**config.mk**
```make
export PLATFORM = sky130hd
export DESIGN_NAME = saida_dados
export DESIGN_NICKNAME = d
export VERILOG_FILES = /design/src/rtl/saida_dados.sv
export SDC_FILE = /design/constraint.sdc
export NUM_CORES = 1
export LEC_CHECK = 0
export CAP_MARGIN = 20
export CORE_MARGIN = 3
export CORE_UTILIZATION = 35
export CTS_CLUSTER_SIZE = 20
export DETAILED_ROUTE_END_ITERATION = 8
export GPL_TIMING_DRIVEN = 0
export MAX_ROUTING_LAYER = met4
export SYNTH_ARGS = -nofsm -noshare
export SYNTH_HDL_FRONTEND = slang
export SYNTH_SLANG_ARGS = --single-unit
```
**constraint.sdc**
```tcl
create_clock -name clock -period 3.23 [get_ports clock]
set_input_delay 0.646 -clock clock [delete_from_list [all_inputs] [get_ports clock]]
set_output_delay 0.646 -clock clock [all_outputs]
set_load 0.02 [all_outputs]
```
**src/rtl/saida_dados.sv**
```systemverilog
// Output peripheral: converts the processor's OUT value to decimal on 7-segment displays
// and stalls the processor until the operator presses enter. Define SAIDA_SINAL_EN for signed values.
module saida_dados #(
   parameter int DATA_W     = 18,
   parameter int NUM_DIGITS = 6
) (
   input  logic                    clock,
   input  logic                    reset,
   input  logic                    escrever,
   input  logic [DATA_W-1:0]       dado,
   input  logic                    enter,
   output logic                    ocupado,
   output logic                    liberado,
   output logic [7*NUM_DIGITS-1:0] displays,
   output logic                    negativo
);

   localparam int BCD_W = 4*(NUM_DIGITS+1);
   localparam int CNT_W = $clog2(DATA_W+1);
   localparam logic [CNT_W-1:0] CNT_FIM = CNT_W'(DATA_W);
   localparam logic [6:0] SEG_APAGADO = 7'h7F;
   localparam logic [6:0] SEG_TRACO   = 7'b0111111;

   typedef enum logic [1:0] {
      OCIOSO   = 2'd0,
      CONVERTE = 2'd1,
      ESPERA   = 2'd2
   } estado_t;

   estado_t                estado_r, estado_s;
   logic [DATA_W-1:0]      shift_r, shift_s;
   logic [BCD_W-1:0]       bcd_r, bcd_s, bcd_aj_s;
   logic [CNT_W-1:0]       cnt_r, cnt_s;
   logic                   estouro_r, estouro_s;
   logic                   sinal_r, sinal_s;
   logic                   enter_q_r;
   logic                   ocupado_r, ocupado_s;
   logic                   liberado_r, liberado_s;
   logic [7*NUM_DIGITS-1:0] displays_r, displays_s;
   logic                   negativo_r, negativo_s;

   function automatic logic [6:0] seg7(input logic [3:0] d);
      logic [6:0] s;
      case (d)
         4'd0:    s = 7'b1000000;
         4'd1:    s = 7'b1111001;
         4'd2:    s = 7'b0100100;
         4'd3:    s = 7'b0110000;
         4'd4:    s = 7'b0011001;
         4'd5:    s = 7'b0010010;
         4'd6:    s = 7'b0000010;
         4'd7:    s = 7'b1111000;
         4'd8:    s = 7'b0000000;
         4'd9:    s = 7'b0010000;
         default: s = SEG_APAGADO;
      endcase
      return s;
   endfunction

   function automatic logic [BCD_W-1:0] soma3(input logic [BCD_W-1:0] b);
      logic [BCD_W-1:0] r;
      r = b;
      for (int i = 0; i < NUM_DIGITS+1; i++) begin
         if (r[4*i +: 4] >= 4'd5) r[4*i +: 4] = r[4*i +: 4] + 4'd3;
         else                     r[4*i +: 4] = r[4*i +: 4];
      end
      return r;
   endfunction

   // Leading zeros are blanked from the most significant digit down; digit 0 always shows.
   function automatic logic [7*NUM_DIGITS-1:0] codifica(input logic [BCD_W-1:0] b,
                                                        input logic estouro);
      logic [7*NUM_DIGITS-1:0] r;
      logic visto;
      r     = {(7*NUM_DIGITS){1'b1}};
      visto = 1'b0;
      for (int i = NUM_DIGITS-1; i >= 0; i--) begin
         if (estouro) begin
            r[7*i +: 7] = SEG_TRACO;
         end else if ((b[4*i +: 4] != 4'd0) || visto || (i == 0)) begin
            r[7*i +: 7] = seg7(b[4*i +: 4]);
            visto       = 1'b1;
         end else begin
            r[7*i +: 7] = SEG_APAGADO;
         end
      end
      return r;
   endfunction

   // Next-state and datapath logic for the conversion / acknowledge sequence.
   always_comb begin
      estado_s   = estado_r;
      shift_s    = shift_r;
      bcd_s      = bcd_r;
      cnt_s      = cnt_r;
      estouro_s  = estouro_r;
      sinal_s    = sinal_r;
      ocupado_s  = ocupado_r;
      liberado_s = 1'b0;
      displays_s = displays_r;
      negativo_s = negativo_r;
      bcd_aj_s   = soma3(bcd_r);
      case (estado_r)
         OCIOSO: begin
            if (escrever) begin
`ifdef SAIDA_SINAL_EN
               sinal_s = dado[DATA_W-1];
               if (dado[DATA_W-1]) shift_s = ~dado + DATA_W'(1);
               else                shift_s = dado;
`else
               sinal_s = 1'b0;
               shift_s = dado;
`endif
               bcd_s     = {BCD_W{1'b0}};
               cnt_s     = {CNT_W{1'b0}};
               estouro_s = 1'b0;
               ocupado_s = 1'b1;
               estado_s  = CONVERTE;
            end else begin
               estado_s = OCIOSO;
            end
         end
         CONVERTE: begin
            if (cnt_r == CNT_FIM) begin
               // A bit lost off the top digit also counts as overflow.
               displays_s = codifica(bcd_r, estouro_r || (bcd_r[BCD_W-1 -: 4] != 4'd0));
               negativo_s = sinal_r;
               estado_s   = ESPERA;
            end else begin
               bcd_s     = {bcd_aj_s[BCD_W-2:0], shift_r[DATA_W-1]};
               shift_s   = {shift_r[DATA_W-2:0], 1'b0};
               estouro_s = estouro_r | bcd_aj_s[BCD_W-1];
               cnt_s     = cnt_r + CNT_W'(1);
            end
         end
         ESPERA: begin
            if (enter && !enter_q_r) begin
               ocupado_s  = 1'b0;
               liberado_s = 1'b1;
               estado_s   = OCIOSO;
            end else begin
               estado_s = ESPERA;
            end
         end
         default: begin
            ocupado_s = 1'b0;
            estado_s  = OCIOSO;
         end
      endcase
   end

   // State, datapath and output registers.
   always_ff @(posedge clock or posedge reset) begin
      if (reset) begin
         estado_r   <= OCIOSO;
         shift_r    <= {DATA_W{1'b0}};
         bcd_r      <= {BCD_W{1'b0}};
         cnt_r      <= {CNT_W{1'b0}};
         estouro_r  <= 1'b0;
         sinal_r    <= 1'b0;
         ocupado_r  <= 1'b0;
         liberado_r <= 1'b0;
         displays_r <= {(7*NUM_DIGITS){1'b1}};
         negativo_r <= 1'b0;
      end else begin
         estado_r   <= estado_s;
         shift_r    <= shift_s;
         bcd_r      <= bcd_s;
         cnt_r      <= cnt_s;
         estouro_r  <= estouro_s;
         sinal_r    <= sinal_s;
         ocupado_r  <= ocupado_s;
         liberado_r <= liberado_s;
         displays_r <= displays_s;
         negativo_r <= negativo_s;
      end
   end

   // Previous enter level, tracked in every state for edge detection.
   always_ff @(posedge clock or posedge reset) begin
      if (reset) enter_q_r <= 1'b0;
      else       enter_q_r <= enter;
   end

   assign ocupado  = ocupado_r;
   assign liberado = liberado_r;
   assign displays = displays_r;
   assign negativo = negativo_r;

endmodule

```
==> Word level (Yosys, flattened, before mapping) <==
Memories as Yosys holds them, arrays and structs flattened.
Index checks and enable logic that the tools add are counted.
{ "op_classes": {"order_cmp": 7, "muxes": 55, "addsub": 8, "n_eq_ne": 7, "n_reduce_logical": 18, "bitwise": 2} }
{ "op_table": {"columns": ["op", "count"], "rows": [
  ["$mux W7", 11],
  ["$mux W28", 2],
  ["$pmux W28 S2", 1],
  ["$mux W18", 2],
  ["$pmux W18 S2", 1],
  ["$add A4 B2 Y4 const B", 7],
  ["$ge A4 B3 Y1 const B", 7],
  ["$mux W4", 7],
  ["$reduce_bool A4 Y1", 6],
  ["$mux W1", 23],
  ["$mux W5", 2],
  ["$pmux W5 S2", 1],
  ["$ne A2 B2 Y1 const B", 4],
  ["$pmux W2 S3", 1],
  ["$reduce_and A3 Y1", 2],
  ["$add A5 B1 Y5 const B", 1],
  ["$eq A5 B5 Y1 const B", 1],
  ["$logic_or A1 B1 Y1", 5],
  ["$mux W2", 2],
  ["$pmux W1 S3", 1],
  ["$eq A2 B1 Y1 const B", 1],
  ["$eq A2 B2 Y1 const B", 1],
  ["$logic_not A2 Y1", 1],
  ["$pmux W1 S2", 1],
  ["other kinds (6)", 6]
]} }
{ "totals": {"mem_bits_ro": 672, "output_inout_bits": 45, "mem_count": 6, "wordCells": 112, "reg_bits": 99} }
{ "mem_list": {"columns": ["memory", "depth", "word_bits", "read_ports", "rd_ports_with_merged_regs", "write_ports", "line", "text"], "rows": [
  ["(name not given)", 16, 7, 1, 0, 0, "44", "case (d)"],
  ["(name not given)", 16, 7, 1, 0, 0, "44", null],
  ["(name not given)", 16, 7, 1, 0, 0, "44", null],
  ["(name not given)", 16, 7, 1, 0, 0, "44", null],
  ["(name not given)", 16, 7, 1, 0, 0, "44", null],
  ["(name not given)", 16, 7, 1, 0, 0, "44", null]
]} }

==> Longest topological paths before layout <==
{ "depth": {"depth_word": 23, "ltp_mapped": 8, "mapped_depth_nobuf": 7} }

==> Worst setup path before layout <==
No wires, ideal clock.
{ "synth_timing": {"kind": "reg-to-reg", "from": "reg bcd_r[20]", "to": "reg displays_r[9], in the netlist displays[9]", "t_arrival_ps": 2283, "path_slack_ps": 869, "setup_time_ps": 78, "stages_incl_launch_ff": 9, "path_buffers": 2, "period_less_slack_ps": 2361, "cell_sequence": "dfrtp_1 > inv_1 > ha_1 > or3b_1 > buf_2 > or3_4 > or3_1 > buf_2 > a41oi_2"} }
{ "synth_via": {"elab_chain_cells": 23} }
{ "synth_lines": {"columns": ["element", "line", "text"], "rows": [
  ["from (decl)", "32", "logic [BCD_W-1:0] bcd_r, bcd_s, bcd_aj_s;"],
  ["from (signal assigned)", "157", "bcd_r <= {BCD_W{1'b0}};"],
  ["from (signal assigned)", "168", "bcd_r <= bcd_s;"],
  ["$reduce_bool A4 Y1 (*)", "80", "end else if ((b[4*i +: 4] != 4'd0) || visto || (i == 0)) begin"],
  ["$mux W1 (*)", "80", null],
  ["$mux W1 (*)", "78", "if (estouro) begin"],
  ["$mux W1 (*)", "124", "if (cnt_r == CNT_FIM) begin"],
  ["$mux W1 (*)", "103", "case (estado_r)"],
  ["$logic_or A1 B1 Y1", "80", null],
  ["$mux W1", "80", null],
  ["$mux W1 (*)", "78", null],
  ["[... 7 more ...]", null, null],
  ["$logic_or A1 B1 Y1", "80", null],
  ["$mux W1", "80", null],
  ["$mux W1 (*)", "78", null],
  ["$mux W1 (*)", "124", null],
  ["$mux W1 (*)", "103", null],
  ["$logic_or A1 B1 Y1 (*)", "80", null],
  ["$mux W7 (*)", "80", null],
  ["$mux W7 (*)", "78", null],
  ["to (signal assigned)", "163", "displays_r <= {(7*NUM_DIGITS){1'b1}};"],
  ["to (signal assigned)", "174", "displays_r <= displays_s;"],
  ["to (decl)", "39", "logic [7*NUM_DIGITS-1:0] displays_r, displays_s;"]
]} }
Mark *: on every way between the ends. The rest lies on a longest branch, timed or not. The select of a mux whose other input is x is not followed.
A chain may end at the register's enable or synchronous reset.

==> Worst setup path in the final report <==
{ "layout_timing": {"from": "in escrever", "to": "reg shift_r[12]"} }
{ "layout_via": {"elab_chain_cells": 2} }
{ "layout_lines": {"columns": ["element", "line", "text"], "rows": [
  ["from (decl)", "9", "input logic escrever,"],
  ["$ne A2 B2 Y1 (no source line)", null, null],
  ["$reduce_and A3 Y1 (no source line)", null, null],
  ["to (signal assigned)", "156", "shift_r <= {DATA_W{1'b0}};"],
  ["to (signal assigned)", "167", "shift_r <= shift_s;"],
  ["to (decl)", "31", "logic [DATA_W-1:0] shift_r, shift_s;"]
]} }
No other way between the ends.

==> summary.txt <==
Placement
  • Placed Cells: 896
  • I/O Buffers: 65
  • Placed Instance Area: 6510 um^2
  • RD Place Congestion: 0.936
  • HPWL Detailed: 10000 um

Hold path
  • HP Class: reg2reg

Die
  • Die area: 17400 um^2
  • Initial Utilization: 0.361
  • I/O pin cnt: 67
  • Core area: 15400 um^2
  • Std cell rows: 45
  • Die Wd: 132 um
  • Die Ht: 132 um

CTS
  • H-tree levels: 3
  • Post-CTS Setup Inserts: 0
  • CTS sink count: 99
  • Post-cts resize count: 0
  • Post-CTS Hold Buffers: 0
  • Worst skew pair latency: 0.36 ns
  • CTS tree: built
  • Reg clk slew, reported paths: 0.07 ns
  • Root Driver: clkbuf_16
  • CTS Buf Count: 9
  • CTS Buffer Depth: 2

Yosys
  • Ys async rst share: 1.00
  • Mean post-synth cell area: 8.99 um^2
  • Sequential area share after synthesis: 0.456
  • Synthesized area: 5540 um^2
  • Top post-synthesis cells by area: dfrtp_1, dfstp_2, ha_1
  • Syn nets: 674
  • Post-synth EDFFs: 0
  • Most numerous cell in the Yosys netlist: nand2_1
  • Synth top area share: 0.257
  • Ys flop type: dfrtp_1
  • Most instantiated cells after synthesis: nand2_1, nor2_1, dfrtp_1, a21oi_1, dfstp_2
  • #FFs+latches synth: 99
  • Synthesis warning total: 0
  • Syn Inst Count: 617
  • Netlist cell types: 57
  • Post-synth top area cell: dfrtp_1

Timing
  • Period utilization: 0.868
  • Post-route clock skew: 0.0106 ns
  • RSZ-0062 raised after global routing: no
  • Fin Hold WS: 0.456 ns
  • Slew HR: 0.495
  • Hold Fails Final Rpt: 0
  • Final setup fails: 0
  • Final Max Slew Viols: 0
  • Highest Clock Rate: 0.357 GHz
  • Slew @ Worst Pin: 0.751 ns
  • Crit path time final: 2.80 ns

Job
  • Max-Cap Viols: 0

Global routing
  • Vias in the first global route: 4749
  • Largest net degree at the start of global routing: 56
  • First-pass GRT wire length: 23500 um
  • Initial antenna violation count: 0
  • GRT Residual Overflow: 0
  • Tot GR Track Use: 0.171

Pwr
  • Maximum VDD drop: 0.359 mV
  • P per Cell Area: 1110 nW/um^2
  • Leakage Power: 2.81 nW
  • Pwr Total: 7.57 mW

Routing
  • Detailed Route WL: 13800 um
  • First-iteration detailed-routing DRC count: 298
  • Post-route DRC violation count: 0
  • DR vias/cell: 5.11
  • Vias post-DR: 4659
  • ANT nets after route: 0
  • Routed wire per std cell: 15.1 um
  • 1st-pass router iterations: 5

Cells and area
  • Ant diodes: 0
  • Area delta synth->final: 22.6%
  • Post-route design area: 6800 um^2
  • Proportion of layout cells with a drive suffix above 1: 0.120
  • Fin util: 0.442
  • Fin cells: 912
  • Layout net count: 753

Setup path
  • Startpoint types: input port
  • Crit Path Class: in2reg
  • CP Data Arrival Time: 3.07 ns
  • Worst EP required: 3.49 ns
  • CP endpoint kind: flip-flop
  • CP Max Fanout: 10

Outcome
  • Status: complete, no violations
registers in the layout, indices dropped and copies added (netlist names), 2 cells and up:
register,count
displays,42
bcd_r,28
shift_r,18
cnt_r,5
estado_r,2
cells in the final DEF, fill, tap and decap left out, drive strengths merged, types with 3 or more instances in the layout:
cell and n:
a21o 5, nand2 75, buf 8, dfrtp 57, a21oi 49, o21bai 3
mux2 3, xnor2 9, inv 29, clkdlybuf4s50 65, xor2 5, nor3 13
o22ai 3, nor2 72, ha 35, a31oi 17, nand3 21, clkinv 4
mux2i 7, nor2b 3, dfstp 42, clkbuf 42, a22oi 11, or3b 5
o22a 10, nor3b 10, o21ai 54, nand2b 13, a41oi 5, nand4 3
critical path, stage by stage:
cell and delay (ns):
clkdlybuf4s50_1 0.51, nor3b_1 0.61, buf_4 0.26, a21oi_1 0.12
inv_2 0.17, clkbuf_1 0.48, nor2_1 0.08, a31oi_1 0.18
metal layers:
| layer | vias up | track usage | wire length [um] |
|---|---|---|---|
| li1 | 2305 | - | - |
| met1 | 2232 | 0.223 | 6590 |
| met2 | 101 | 0.265 | 6360 |
| met5 | - | - | 0 |
| met3 | 21 | 0.0294 | 496 |
| met4 | 0 | 0.0659 | 313 |
power by group:
group	internal [mW]	leakage, nW	switching, mW	total, mW
combinational	1.76	1.53	2.25	4.01
sequential	2.01	1.14	0.503	2.51
clock	0.568	0.146	0.486	1.05
total	4.33	2.81	3.24	7.57
per-stage QoR:
stage / setup slack [ns] / TNS, ns
floorplan: 0.0631 / 0
global placement: -1.52 / -112.26
detailed placement: 0.0277 / 0
CTS: 0.424 / 0
global route: 0.267 / 0
finish: 0.427 / 0
cells by family (layout without fill, tap and decap cells):
logic type | after synthesis | count (layout) | synth area share
buf+inv | 64 | 148 | 0.0458
xor+xnor | 14 | 14 | 0.0221
compound gates | 169 | 169 | 0.188
fa+ha+maj | 35 | 35 | 0.0790
simple gates | 225 | 225 | 0.189
flops | 99 | 99 | 0.456
other cells | 1 | 1 | 0.000676
mux | 10 | 10 | 0.0187
final timing paths:
path                                          start                        to  slack [ns]  cells past startpoint
max reg2reg                   bcd_r[24]$_DFFE_PP0P_  displays[20]$_DFFE_PP1P_        0.49                      7
min in group asynchronous                     reset       enter_q_r$_DFF_PP0_        0.77                      2
min                        displays[20]$_DFFE_PP1P_  displays[20]$_DFFE_PP1P_        0.46                      2
min reg2reg                displays[20]$_DFFE_PP1P_  displays[20]$_DFFE_PP1P_        0.46                      2
max in group asynchronous                     reset   displays[5]$_DFFE_PP1P_        1.73                      3
max                                        escrever   shift_r[12]$_DFFE_PP0P_        0.43                      8
area by class of cell:
cell class	instances	area [um^2]
sequential	99	2530
fill	1477	8570
clock inverter	5	36.3
buffer	36	149
tap	211	264
inverter	28	108
clock buffer	11	253
multi-input combinational	454	2770
timing repair buffer	68	693
No activity file was read; power rests on OpenSTA's default activity.
